[src/rtl/majority_decoder_if.sv]
// Result bus of the redundant-circuit voter: replica words in, voted word and health flags out.
interface majority_decoder_if #(
    parameter int N     = 10,
    parameter int R     = 3,
    parameter int CNT_W = 16
);
    logic             valid_i;
    logic [R*N-1:0]   copies_i;
    logic             clear_i;
    logic [N-1:0]     z_o;
    logic             valid_o;
    logic             disagree_o;
    logic [R-1:0]     mismatch_o;
    logic [R-1:0]     fault_o;
    logic [CNT_W-1:0] err_total_o;

    modport master (
        output valid_i, copies_i, clear_i,
        input  z_o, valid_o, disagree_o, mismatch_o, fault_o, err_total_o
    );

    modport slave (
        input  valid_i, copies_i, clear_i,
        output z_o, valid_o, disagree_o, mismatch_o, fault_o, err_total_o
    );
endinterface

[src/rtl/majority_decoder.sv]
// Bitwise majority voter over R replicas, 2-cycle latency, with per-replica
// saturating disagreement counters and sticky fault flags.
module majority_decoder_lane #(
    parameter int CNT_W        = 16,
    parameter int FAULT_THRESH = 8
) (
    input  logic clk,
    input  logic reset_n,
    input  logic clear,
    input  logic inc,
    output logic fault
);
    localparam logic [CNT_W-1:0] CNT_MAX   = '1;
    localparam logic [CNT_W-1:0] THRESH_M1 = CNT_W'(FAULT_THRESH - 1);

    logic [CNT_W-1:0] cnt;

    // clear wins over a same-edge increment; fault stays up through saturation
    always_ff @(posedge clk or negedge reset_n) begin
        if (!reset_n) begin
            cnt   <= '0;
            fault <= 1'b0;
        end else if (clear) begin
            cnt   <= '0;
            fault <= 1'b0;
        end else if (inc && cnt != CNT_MAX) begin
            cnt <= cnt + 1'b1;
            if (cnt == THRESH_M1)
                fault <= 1'b1;
        end
    end
endmodule

module majority_decoder #(
    parameter int N            = 10,
    parameter int R            = 3,
    parameter int CNT_W        = 16,
    parameter int FAULT_THRESH = 8
) (
    input  logic              clk,
    input  logic              reset_n,
    majority_decoder_if.slave bus
);
    // vld_pipe[0] is the stage-1 valid, vld_pipe[STAGES] drives valid_o
    localparam int STAGES = 1;
    localparam int VW     = $clog2(R + 1);
    localparam logic [CNT_W-1:0] CNT_MAX = '1;

    logic [STAGES:0]       vld_pipe;
    logic [R-1:0][N-1:0]   s1_copies;
    logic [N-1:0]          maj_c;
    logic [R-1:0]          mis_c;
    logic                  dis_c;
    logic [N-1:0]          z_q;
    logic [R-1:0]          mis_q;
    logic                  dis_q;
    logic [CNT_W-1:0]      err_q;
    logic [R-1:0]          fault;

    function automatic logic vote(input logic [R-1:0] col);
        logic [VW-1:0] ones;
        ones = '0;
        for (int r = 0; r < R; r++)
            ones = ones + VW'(col[r]);
        return ones > VW'(R / 2);
    endfunction

    always_ff @(posedge clk or negedge reset_n) begin
        if (!reset_n) begin
            vld_pipe  <= '0;
            s1_copies <= '0;
        end else begin
            vld_pipe  <= {vld_pipe[STAGES-1:0], bus.valid_i};
            s1_copies <= bus.copies_i;
        end
    end

    for (genvar j = 0; j < N; j++) begin : g_bit
        logic [R-1:0] col;
        for (genvar r = 0; r < R; r++) begin : g_col
            assign col[r] = s1_copies[r][j];
        end
        assign maj_c[j] = vote(col);
    end

    for (genvar r = 0; r < R; r++) begin : g_mis
        assign mis_c[r] = |(s1_copies[r] ^ maj_c);
    end
    assign dis_c = |mis_c;

    always_ff @(posedge clk or negedge reset_n) begin
        if (!reset_n) begin
            z_q   <= '0;
            mis_q <= '0;
            dis_q <= 1'b0;
        end else if (vld_pipe[0]) begin
            z_q   <= maj_c;
            mis_q <= mis_c;
            dis_q <= dis_c;
        end
    end

    always_ff @(posedge clk or negedge reset_n) begin
        if (!reset_n)
            err_q <= '0;
        else if (bus.clear_i)
            err_q <= '0;
        else if (vld_pipe[0] && dis_c && err_q != CNT_MAX)
            err_q <= err_q + 1'b1;
    end

    for (genvar r = 0; r < R; r++) begin : g_lane
        majority_decoder_lane #(
            .CNT_W        (CNT_W),
            .FAULT_THRESH (FAULT_THRESH)
        ) u_lane (
            .clk     (clk),
            .reset_n (reset_n),
            .clear   (bus.clear_i),
            .inc     (vld_pipe[0] & mis_c[r]),
            .fault   (fault[r])
        );
    end

    assign bus.z_o         = z_q;
    assign bus.valid_o     = vld_pipe[STAGES];
    assign bus.mismatch_o  = mis_q;
    assign bus.disagree_o  = dis_q;
    assign bus.fault_o     = fault;
    assign bus.err_total_o = err_q;
endmodule

[src/flat_wrapper.sv]
// flat-port wrapper written by rule: the top's interface ports become plain ports
module majority_decoder_flat 
#(
    parameter int N            = 10,
    parameter int R            = 3,
    parameter int CNT_W        = 16,
    parameter int FAULT_THRESH = 8
)
  (clk, reset_n, bus_valid_i, bus_copies_i, bus_clear_i, bus_z_o, bus_valid_o, bus_disagree_o, bus_mismatch_o, bus_fault_o, bus_err_total_o);
  majority_decoder_if #(.N(N), .R(R), .CNT_W(CNT_W)) bus_i ();
  input  logic clk;
  input  logic reset_n;
  input wire logic [$bits(bus_i.valid_i)-1:0] bus_valid_i;
  input wire logic [$bits(bus_i.copies_i)-1:0] bus_copies_i;
  input wire logic [$bits(bus_i.clear_i)-1:0] bus_clear_i;
  output wire logic [$bits(bus_i.z_o)-1:0] bus_z_o;
  output wire logic [$bits(bus_i.valid_o)-1:0] bus_valid_o;
  output wire logic [$bits(bus_i.disagree_o)-1:0] bus_disagree_o;
  output wire logic [$bits(bus_i.mismatch_o)-1:0] bus_mismatch_o;
  output wire logic [$bits(bus_i.fault_o)-1:0] bus_fault_o;
  output wire logic [$bits(bus_i.err_total_o)-1:0] bus_err_total_o;
  assign bus_i.valid_i = bus_valid_i;
  assign bus_i.copies_i = bus_copies_i;
  assign bus_i.clear_i = bus_clear_i;
  assign bus_z_o = bus_i.z_o;
  assign bus_valid_o = bus_i.valid_o;
  assign bus_disagree_o = bus_i.disagree_o;
  assign bus_mismatch_o = bus_i.mismatch_o;
  assign bus_fault_o = bus_i.fault_o;
  assign bus_err_total_o = bus_i.err_total_o;
  majority_decoder #(.N(N), .R(R), .CNT_W(CNT_W), .FAULT_THRESH(FAULT_THRESH)) u_core (.clk(clk), .reset_n(reset_n), .bus(bus_i));
endmodule
[config.mk]
export PLATFORM = sky130hd
export DESIGN_NAME = majority_decoder_flat
export DESIGN_NICKNAME = d
export VERILOG_FILES = /design/src/rtl/majority_decoder_if.sv /design/src/rtl/majority_decoder.sv /design/src/flat_wrapper.sv
export SDC_FILE = /design/constraint.sdc
export NUM_CORES = 1
export LEC_CHECK = 0
export ABC_AREA = 0
export CORE_MARGIN = 5
export CORE_UTILIZATION = 40
export DETAILED_ROUTE_END_ITERATION = 8
export PLACE_DENSITY = 0.6
export SYNTH_ARGS = -nofsm -noshare
export SYNTH_HDL_FRONTEND = slang
export SYNTH_SLANG_ARGS = --single-unit
[constraint.sdc]
create_clock -name clk -period 3.8 [get_ports clk]
set_input_delay 0.38 -clock clk [delete_from_list [all_inputs] [get_ports clk]]
set_output_delay 0.38 -clock clk [all_outputs]
set_load 0.02 [all_outputs]
# [After elaboration in Yosys (flattened, before gate mapping)]
# Cells that the tools add are included.
[totals] word_cells=97 regBits=113 in_bits=34 output_inout_bits=34
[classes] mux=17 magnitude_cmp=10 eq_ne=7 addsub=24 n_reduce_logical=19 bitwise=6
[op_table] cell="16-bit 2-to-1 mux" count=8
[op_table] cell="16-bit by 1-bit adder with 16-bit output, second input constant" count=4
[op_table] cell="16-bit inequality test, second input constant" count=4
[op_table] cell="16-bit by 3-bit == test with 1-bit output, second input constant" count=3
[op_table] cell="10-bit OR reduction" count=3
[op_table] cell="30-bit OR reduction" count=1
[op_table] cell="10-bit XOR" count=3
[op_table] cell="1-bit by 1-bit adder with 2-bit output" count=10
[op_table] cell="2-bit by 1-bit adder with 2-bit output" count=10
[op_table] cell="2-bit by 1-bit > comparator with 1-bit output, second input constant" count=10
[op_table] cell="2-bit nonzero test" count=7
[op_table] cell="1-bit 2-to-1 mux" count=9
[op_table] cell="2-bit AND reduction" count=3
[op_table] cell="1-bit logical AND" count=5
[op_table] cell="1-bit bitwise AND" count=3

# [Depth between registers and ports, before layout]
# Gate-level depths: netlist of run 1.
[logic_depth] ltp_word=9 mapped_depth=9 mapped_depth_nobuf=8

# [By module]
# From an unflattened synthesis of run 1, not the netlist that was laid out.
[hier_totals] cells_unflattened=554 area_unflattened_um2=5833.1
[modules_own_cells] module="majority_decoder_lane" area_each_um2=1003.5 cells_each=101 seq_area_each_um2=425.4 n_inst=3
[modules_own_cells] module="majority_decoder" area_each_um2=2822.7 cells_each=251 seq_area_each_um2=1551.5 n_inst=1

# [Least setup slack after synthesis of run 1]
# No wires, ideal clock.
[synth_path] kind="register -> register" startpoint="register u_core.s1_copies, in the netlist u_core.g_bit[9].col[0]" endpoint="register u_core.err_q[10] (netlist: u_core.bus.err_total_o[10])" setup_slack_ps=1064 path_buffers=1 required_time_ps=3675 arrival_time_ps=2611 stages_incl_launch_ff=10 cell_sequence="dfrtp_1 -> ha_1 -> nor2b_4 -> a2111oi_4 -> nand4_2 -> or4_4 -> o32ai_4 -> buf_6 -> nor4_2 -> mux2_4"
[synth_between] elab_chain_cells=8 word_cells_on_any_way=10 classes_between="add/sub (2); order compare (1); bitwise (3); reduce/logical (4)"
[synth_lines] element="start: declaration" line="majority_decoder.sv:50" source="logic [R-1:0][N-1:0] s1_copies;"
[synth_lines] element="start signal: assignment" line="majority_decoder.sv:74" source="s1_copies <= bus.copies_i;"
[synth_lines] element="1-bit by 1-bit adder with 2-bit output" line="majority_decoder.sv:64" source="ones = ones + VW'(col[r]);"
[synth_lines] element="2-bit by 1-bit adder with 2-bit output" line="majority_decoder.sv:64"
[synth_lines] element="2-bit by 1-bit > comparator with 1-bit output" line="majority_decoder.sv:65" source="return ones > VW'(R / 2);"
[synth_lines] element="10-bit XOR" line="majority_decoder.sv:87" source="assign mis_c[r] = |(s1_copies[r] ^ maj_c);"
[synth_lines] element="30-bit OR reduction (*)" line="majority_decoder.sv:89" source="assign dis_c = |mis_c;"
[synth_lines] element="1-bit logical AND (*) (2 in a row)" line="majority_decoder.sv:108" source="else if (vld_pipe[0] && dis_c && err_q != CNT_MAX)"
[synth_lines] element="2-bit nonzero test (no source line) (*)"
[synth_lines] element="end signal: assignment" line="majority_decoder.sv:109" source="err_q <= err_q + 1'b1;"
[synth_lines] element="end: declaration" line="majority_decoder.sv:57" source="logic [CNT_W-1:0] err_q;"
# Mark *: on every way between the ends. The rest lies on a longest branch, timed or not.
# A chain may end at the register's enable or synchronous reset.

# [Worst setup path after layout of run 1]
[layout_path] startpoint="register u_core.s1_copies, in the netlist u_core.g_bit[7].col[0]" endpoint="register u_core.err_q[0] (netlist: u_core.bus.err_total_o[0])"
# Same word-level chain as after synthesis.

==> results.md, run 1 <==
* Clock Tree Root: clkbuf_16
* VDD IR max at 0.276 mV
* Core Footprint at 13,900 µm²
* Req. time, crit path at 4.10 ns
* Total CTS buffers at 17
* Initial antenna violation count at 0
* Clock-pin slew on the worst setup and hold paths at 0.05 ns
* Placed wire-length estimate at 8970 µm
* Sequential Area at 2830 µm²
* Synth cell count leaders: dfrtp_1, nor2_1, a21oi_1
* Place WS at 0.737 ns
* Starting Density at 41.1%
* Outcome: finished clean
* Hold Fails Final Rpt at 0
* Setup crit end kind: flop
* Most frequent cell after synthesis: dfrtp_1
* Post-synth top area cell: dfrtp_1
* DRT Pass-1 Iters at 5
* Fin crit period at 3.13 ns
* Syn Area/Cell at 10.2 µm²
* Core Rows at 43
* Wire per inst at 15.6 µm
* Worst Tran Pin Value at 0.913 ns
* Layout cells sized above 1 at 10.8%
* Fin Clk Skew at 0.00817 ns
* Sequential element share of the synthesized area at 49.4%
* Final cell count without fillers at 826
* Clock sink count at 113
* Post-synth top area share at 49.4%
* Total Wirelength at 12,900 µm
* N_diodes at 0
* CTS tree: done
* Static Leak at 2.94 nW
* Power Density at 421 nW/µm²
* CP startpoint kind: flop
* Port Buffers at 67
* Synth Area in Simple Gates at 23.6%
* Final Setup Violations at 0
* Synth-to-Final Area Change at 24.3%
* Cells after Synth at 559
* Logic pwr share at 9.6%
* CTS Buffer Depth at 2
* Largest family of logic cells by synthesized area: simple AND/OR/NAND/NOR gates
* Compound-Gate Fraction of Synth Area at 11.9%
* Placed Cells at 793
* Routability Congestion at 0.831
* Syn nets at 607
* Max-cap violations at 0
* Area of the multi-input gates at 2740 µm²
* Critical Path Fanout Max at 11
* First-pass GRT wire length at 21,900 µm
* Slew Limit Fails at 0
* Post-Layout Inst Area at 7110 µm²
* DR iter-0 viols at 211
* RSZ-0062 raised after global routing: no
* Area after DPL at 6570 µm²
* Setup ws final at 0.671 ns
* Number of global-route vias before repair at 4,490
* Xor/xnor share of the synthesized area at 6.58%
* Internal Dissipation at 2.27 mW
* Final Util at 51.0%
* Clk pwr share at 47.5%
* Clk_lat worst skew at 0.41 ns
* Ys async rst share at 100%
* GRT Overall Usage at 16.3%
* Die width at 130 µm
* EDFF count, synth at 0
* GR Overflow Total at 0
* Area contributors post-synth: dfrtp_1, nor2_1, xnor2_1
* Fmax at 320 MHz
* CP Class: reg -> reg
* DR vias/cell at 5.45
* Flop pwr share at 42.9%
* Final period utilization at 82.3%
* Slew HR at 39.1%
* Adder-Cell Fraction of Synth Area at 3.06%
* Residual DRC count at 0
* Antenna-violating nets left at 0
* Largest net degree at the start of global routing at 53
* CP Data Arrival Time at 3.43 ns
* Post-synthesis mux area share at 2.73%
* Ys Warns at 0
* Die area at 16,800 µm²
* Fin nets at 681
* Routed vias at 4,504
* Netlist Area Pre-Place at 5720 µm²
* Switch share at 24.0%
* P_sw at 717 µW
* Flops & latches, synth at 113
* Chip height at 130 µm
* H-tree depth at 4
* Main synth FF type: dfrtp_1
* HP Class: in -> reg
* Fill cells at 1,247
* Synth unique cells at 59
* # IOs at 68
* Fin Setup TNS at 0 ns
==> cells in the final DEF, fill, tap and decap left out, types with 2 or more instances in the layout <==
| cell type | synthesis | final |
|---|---|---|
| dfrtp_1 | 113 | 113 |
| nor2_1 | 68 | 68 |
| clkdlybuf4s50_1 | 0 | 65 |
| a21oi_1 | 45 | 45 |
| xnor2_1 | 27 | 27 |
| nand3_1 | 26 | 26 |
| nand2_1 | 24 | 24 |
| nand4_1 | 24 | 24 |
| nor2b_1 | 17 | 17 |
| clkbuf_16 | 0 | 17 |
| xor2_1 | 16 | 16 |
| inv_1 | 15 | 15 |
| ha_1 | 14 | 14 |
| nor4_1 | 13 | 13 |
| and3_1 | 12 | 12 |
| nor3_1 | 11 | 11 |
| or4_1 | 11 | 11 |
| o21ai_0 | 10 | 10 |
| buf_4 | 3 | 9 |
| and2_1 | 7 | 7 |
| or3_1 | 7 | 7 |
| o31ai_1 | 7 | 7 |
| a31o_2 | 6 | 6 |
| mux2_4 | 6 | 6 |
| clkbuf_1 | 15 | 6 |
| nand2b_1 | 5 | 5 |
| and4_1 | 5 | 5 |
| nor3_2 | 5 | 5 |
| a31oi_1 | 4 | 4 |
| clkinv_2 | 0 | 4 |
| clkbuf_8 | 0 | 4 |
| nor3b_1 | 3 | 3 |
| a21o_1 | 3 | 3 |
| mux2_2 | 3 | 3 |
| o21a_1 | 3 | 3 |
| a2111oi_4 | 2 | 2 |
| a22oi_1 | 2 | 2 |
| mux2_1 | 2 | 2 |
==> power by group through the flow <==
stage / combinational (mW) / clock [mW] / sequential, mW
floorplan: 0.142 / 0 / 1.31
global placement: 0.288 / 0 / 1.30
detailed placement: 0.292 / 0 / 1.30
CTS: 0.294 / 1.46 / 1.28
global route: 0.321 / 1.51 / 1.29
finish: 0.288 / 1.42 / 1.28
==> worst max-delay path: stages (launching register included) <==
cell     delay [ns]
dfrtp_1        0.40
ha_1           0.32
a21oi_1        0.32
xnor2_1        0.12
nor4_1         0.51
nand3_1        0.32
o32ai_4        0.61
nor2_2         0.10
mux2_4         0.31
==> cells by family (layout without fill, tap and decap cells) <==
kind of cell             count (synthesis)  after routing
AO/OA/AOI/OAI                           94             94
buffers and inverters                   36            123
multiplexers                            12             12
flip-flops                             113            113
XOR/XNOR                                43             43
adder cells (fa/ha/maj)                 14             14
AND/OR/NAND/NOR                        247            247
==> through the flow <==
stage / power (mW) / hold slack [ns]
2_1_floorplan: 1.46 / 0.0844
3_3_place_gp: 1.59 / 0.396
3_5_place_dp: 1.59 / 0.407
4_1_cts: 3.03 / 0.384
5_1_grt: 3.12 / 0.392
6_report: 2.99 / 0.407
==> final timing paths <==
path / from / to / slack [ns] / cells after the start
max in group asynchronous: reset_n / u_core.bus.err_total_o[3] / 2.42 / 3
max reg2reg: u_core.g_bit[7].col[0] / u_core.bus.err_total_o[0] / 0.67 / 8
min reg2reg: u_core.bus.mismatch_o[2] / u_core.bus.mismatch_o[2] / 0.50 / 1
max: u_core.g_bit[7].col[0] / u_core.bus.err_total_o[0] / 0.67 / 8
min: bus_copies_i[2] / u_core.g_bit[2].col[0] / 0.41 / 1
min in group asynchronous: reset_n / u_core.g_lane[0].u_lane.cnt[4] / 0.48 / 2
==> state kept, by name (all words and copies together), names as in the netlist <==
name                        flops
u_core.bus.err_total_o         16
u_core.bus.disagree_o           1
u_core.g_lane.u_lane.cnt       48
u_core.g_bit.col               30
u_core.bus.mismatch_o           3
u_core.vld_pipe                 2
u_core.bus.z_o                 10
u_core.g_lane.u_lane.fault      3
==> layer usage <==
| metal | global-route usage, % | up-vias | wire [µm] | part of all wire, % |
|---|---|---|---|---|
| li1 | - | 2176 | - | - |
| met1 | 21.8 | 2201 | 6100 | 47 |
| met2 | 25.1 | 104 | 5970 | 46 |
| met3 | 4.33 | 23 | 591 | 4.6 |
| met4 | 6.72 | 0 | 251 | 1.9 |
| met5 | 0 | - | 0 | 0 |
==> final cells by class <==
type                       count  share of cell area (%)
clock buffer                  27                    7.07
clock inverter                 5                   0.387
inverter                      15                   0.792
multi-input combinational    410                    38.5
sequential                   113                    39.8
tap                          180                    3.17
timing repair buffer          76                    10.3
==> repair_timing <==
| action | 4_1_cts | 5_1_grt |
|---|---|---|
| hold endpoints to repair | 38 | 0 |
| gates resized for setup | 0 | 0 |
| hold buffers | 1 | 0 |
| setup buffers | 0 | 0 |
(Power assumes the default switching activity.)
==> run 2, diff against run 1 <==
==> constraint.sdc (replaced) <==
create_clock -name clk -period 3.24 [get_ports clk]
set_input_delay 0.324 -clock clk [delete_from_list [all_inputs] [get_ports clk]]
set_output_delay 0.324 -clock clk [all_outputs]
set_load 0.02 [all_outputs]
==> results.md, run 2 (same netlist as run 1, synthesis figures left out) <==
* Outcome: finished clean (unchanged)
* Residual DRC count at 0 (unchanged)
* Setup crit end kind: flop (unchanged)
* DR iter-0 viols at 257 (was 211)
* VDD IR max at 0.331 mV (was 0.276 mV)
* Routability Congestion at 0.830 (was 0.831)
* DRT Pass-1 Iters at 4 (was 5)
* Worst Tran Pin Value at 0.829 ns (was 0.913 ns)
* DR vias/cell at 5.38 (was 5.45)
* Fin Setup TNS at 0 ns (unchanged)
* Clock-pin slew on the worst setup and hold paths at 0.05 ns (about the same)
* Static Leak at 3.02 nW (was 2.94 nW)
* RSZ-0062 raised after global routing: no (unchanged)
* Fin Clk Skew at 0.00785 ns (was 0.00817 ns)
* Critical path's slowest cell: nor4_1 (was o32ai_4)
* Largest net degree at the start of global routing at 63 (was 53)
* Fin crit period at 2.99 ns (was 3.13 ns)
* Req. time, crit path at 3.53 ns (was 4.10 ns)
* Final cell count without fillers at 828 (was 826)
* Final period utilization at 92.3% (was 82.3%)
* Fin nets at 683 (was 681)
* Setup ws final at 0.251 ns (was 0.671 ns)
* Port Buffers at 67 (unchanged)
* Die area at 16,800 µm² (unchanged)
* Number of global-route vias before repair at 4,681 (was 4,490)
* # resized after CTS at 0 (unchanged)
* Buffers & Inverters on Critical Path at 1 (was 0)
* Max-cap violations at 0 (unchanged)
* Slew Limit Fails at 0 (unchanged)
* Wire per inst at 15.5 µm (was 15.6 µm)
* Most common cell after layout, fill and taps aside: dfrtp_1 (unchanged)
* Reg with most FFs: u_core.g_lane.u_lane.cnt (unchanged)
* HP Class: in -> reg (unchanged)
* CP delay by family, top: simple AND/OR/NAND/NOR gates (unchanged)
* Chip height at 130 µm (unchanged)
* Critical Path Fanout Max at 11 (unchanged)
* Antenna-violating nets left at 0 (unchanged)
* Cells along the critical path: ha_1, a21oi_1, xnor2_1, nor4_1, nand3_1, o32ai_4, buf_4, nor3_2, mux2_4 (was ha_1, a21oi_1, xnor2_1, nor4_1, nand3_1, o32ai_4, nor2_2, mux2_4)
* Hold Fails Final Rpt at 0 (unchanged)
* Design Power at 3.88 mW (was 2.99 mW)
* CP Data Arrival Time at 3.28 ns (was 3.43 ns)
* N_diodes at 0 (unchanged)
* CP startpoint kind: flop (unchanged)
* Place WS at 0.264 ns (was 0.737 ns)
* Clock Tree Root: clkbuf_16 (unchanged)
* Total Wirelength at 12,800 µm (was 12,900 µm)
* Placed Cells at 795 (was 793)
* Fill cells at 1,247 (unchanged)
* CTS tree: done (unchanged)
* Max reg flops at 48 (unchanged)
* Slew HR at 44.7% (was 39.1%)
* Clock sink count at 113 (unchanged)
* Sequential Area at 2830 µm² (unchanged)
* Power Density at 535 nW/µm² (was 421 nW/µm²)
* CTS Buffer Depth at 2 (unchanged)
* GRT Overall Usage at 16.6% (was 16.3%)
* Placed wire-length estimate at 8910 µm (was 8970 µm)
* Layout cells sized above 1 at 11.7% (was 10.8%)
* CP Class: reg -> reg (unchanged)
* Starting Density at 41.1% (unchanged)
* Clk_lat worst skew at 0.41 ns (about the same)
* Most frequent cells in the layout: dfrtp_1, nor2_1, clkdlybuf4s50_1, a21oi_1, xnor2_1 (unchanged)
* Fmax at 335 MHz (was 320 MHz)
* Core Footprint at 13,900 µm² (unchanged)
* Total CTS buffers at 17 (unchanged)
* Area of the multi-input gates at 2740 µm² (unchanged)
* Die width at 130 µm (unchanged)
* # IOs at 68 (unchanged)
* CP peak stage delay at 0.46 ns (was 0.61 ns)
* GR Overflow Total at 0 (unchanged)
* Final Setup Violations at 0 (unchanged)
* Synth-to-Final Area Change at 26.8% (was 24.3%)
* Postcts setup bufs at 0 (unchanged)
* Initial antenna violation count at 0 (unchanged)
* Routed vias at 4,455 (was 4,504)
* Core Rows at 43 (unchanged)
* H-tree depth at 4 (unchanged)
* First-pass GRT wire length at 22,300 µm (was 21,900 µm)
-- run 2: timing repair --
item                                    4_1_cts  5_1_grt
endpoints found under the hold margin        51        0
hold buffers                                  1        0
endpoints found under the setup margin        0        0
-- run 2: cell type report --
cell class / instances / area share, %
clock buffer: 21 / 6.35
clock inverter: 11 / 2.54
inverter: 15 / 0.776
multi-input combinational: 410 / 37.8
sequential: 113 / 39.0
tap: 180 / 3.11
timing repair buffer: 78 / 10.5
-- run 2: final timing paths --
check,startpoint,endpoint,slack (ns),cells past startpoint
min,bus_copies_i[2],u_core.g_bit[2].col[0],0.35,1
min reg2reg,u_core.bus.mismatch_o[2],u_core.bus.mismatch_o[2],0.48,1
max,u_core.g_bit[2].col[0],u_core.bus.err_total_o[7],0.25,9
max reg2reg,u_core.g_bit[2].col[0],u_core.bus.err_total_o[7],0.25,9
max in group asynchronous,reset_n,u_core.g_lane[2].u_lane.cnt[15],1.98,3
min in group asynchronous,reset_n,u_core.g_lane[0].u_lane.cnt[11],0.49,2
-- run 2: routing by layer --
layer | wire length [µm] | up-vias | share of wire [%] | global-route usage, %
li1 | - | 2176 | - | -
met1 | 5880 | 2169 | 46 | 21.4
met2 | 6130 | 93 | 48 | 27.0
met3 | 594 | 17 | 4.6 | 4.53
met4 | 197 | 0 | 1.5 | 5.75
met5 | 0 | - | 0 | 0
-- run 2: per-stage QoR --
stage          util [%]  cell area, µm²  hold slack (ns)
4_1_cts            52.0            7250            0.332
5_1_grt            52.0            7250            0.332
3_5_place_dp       47.3            6600            0.404
2_1_floorplan         -            5720           0.0284
3_3_place_gp       47.3            6600            0.400
6_report           52.0            7250            0.349
-- run 2: power by group --
group / switching, mW / internal [mW]
Sequential: 0.0396 / 1.46
Combinational: 0.185 / 0.156
Clock: 0.638 / 1.40
Total: 0.864 / 3.02
-- run 2: worst reg2reg max path, stage by stage, from the launching register on --
cell	delay, ns
dfrtp_1	0.39
ha_1	0.31
a21oi_1	0.29
xnor2_1	0.13
nor4_1	0.46
nand3_1	0.35
o32ai_4	0.33
buf_4	0.24
nor3_2	0.07
mux2_4	0.31
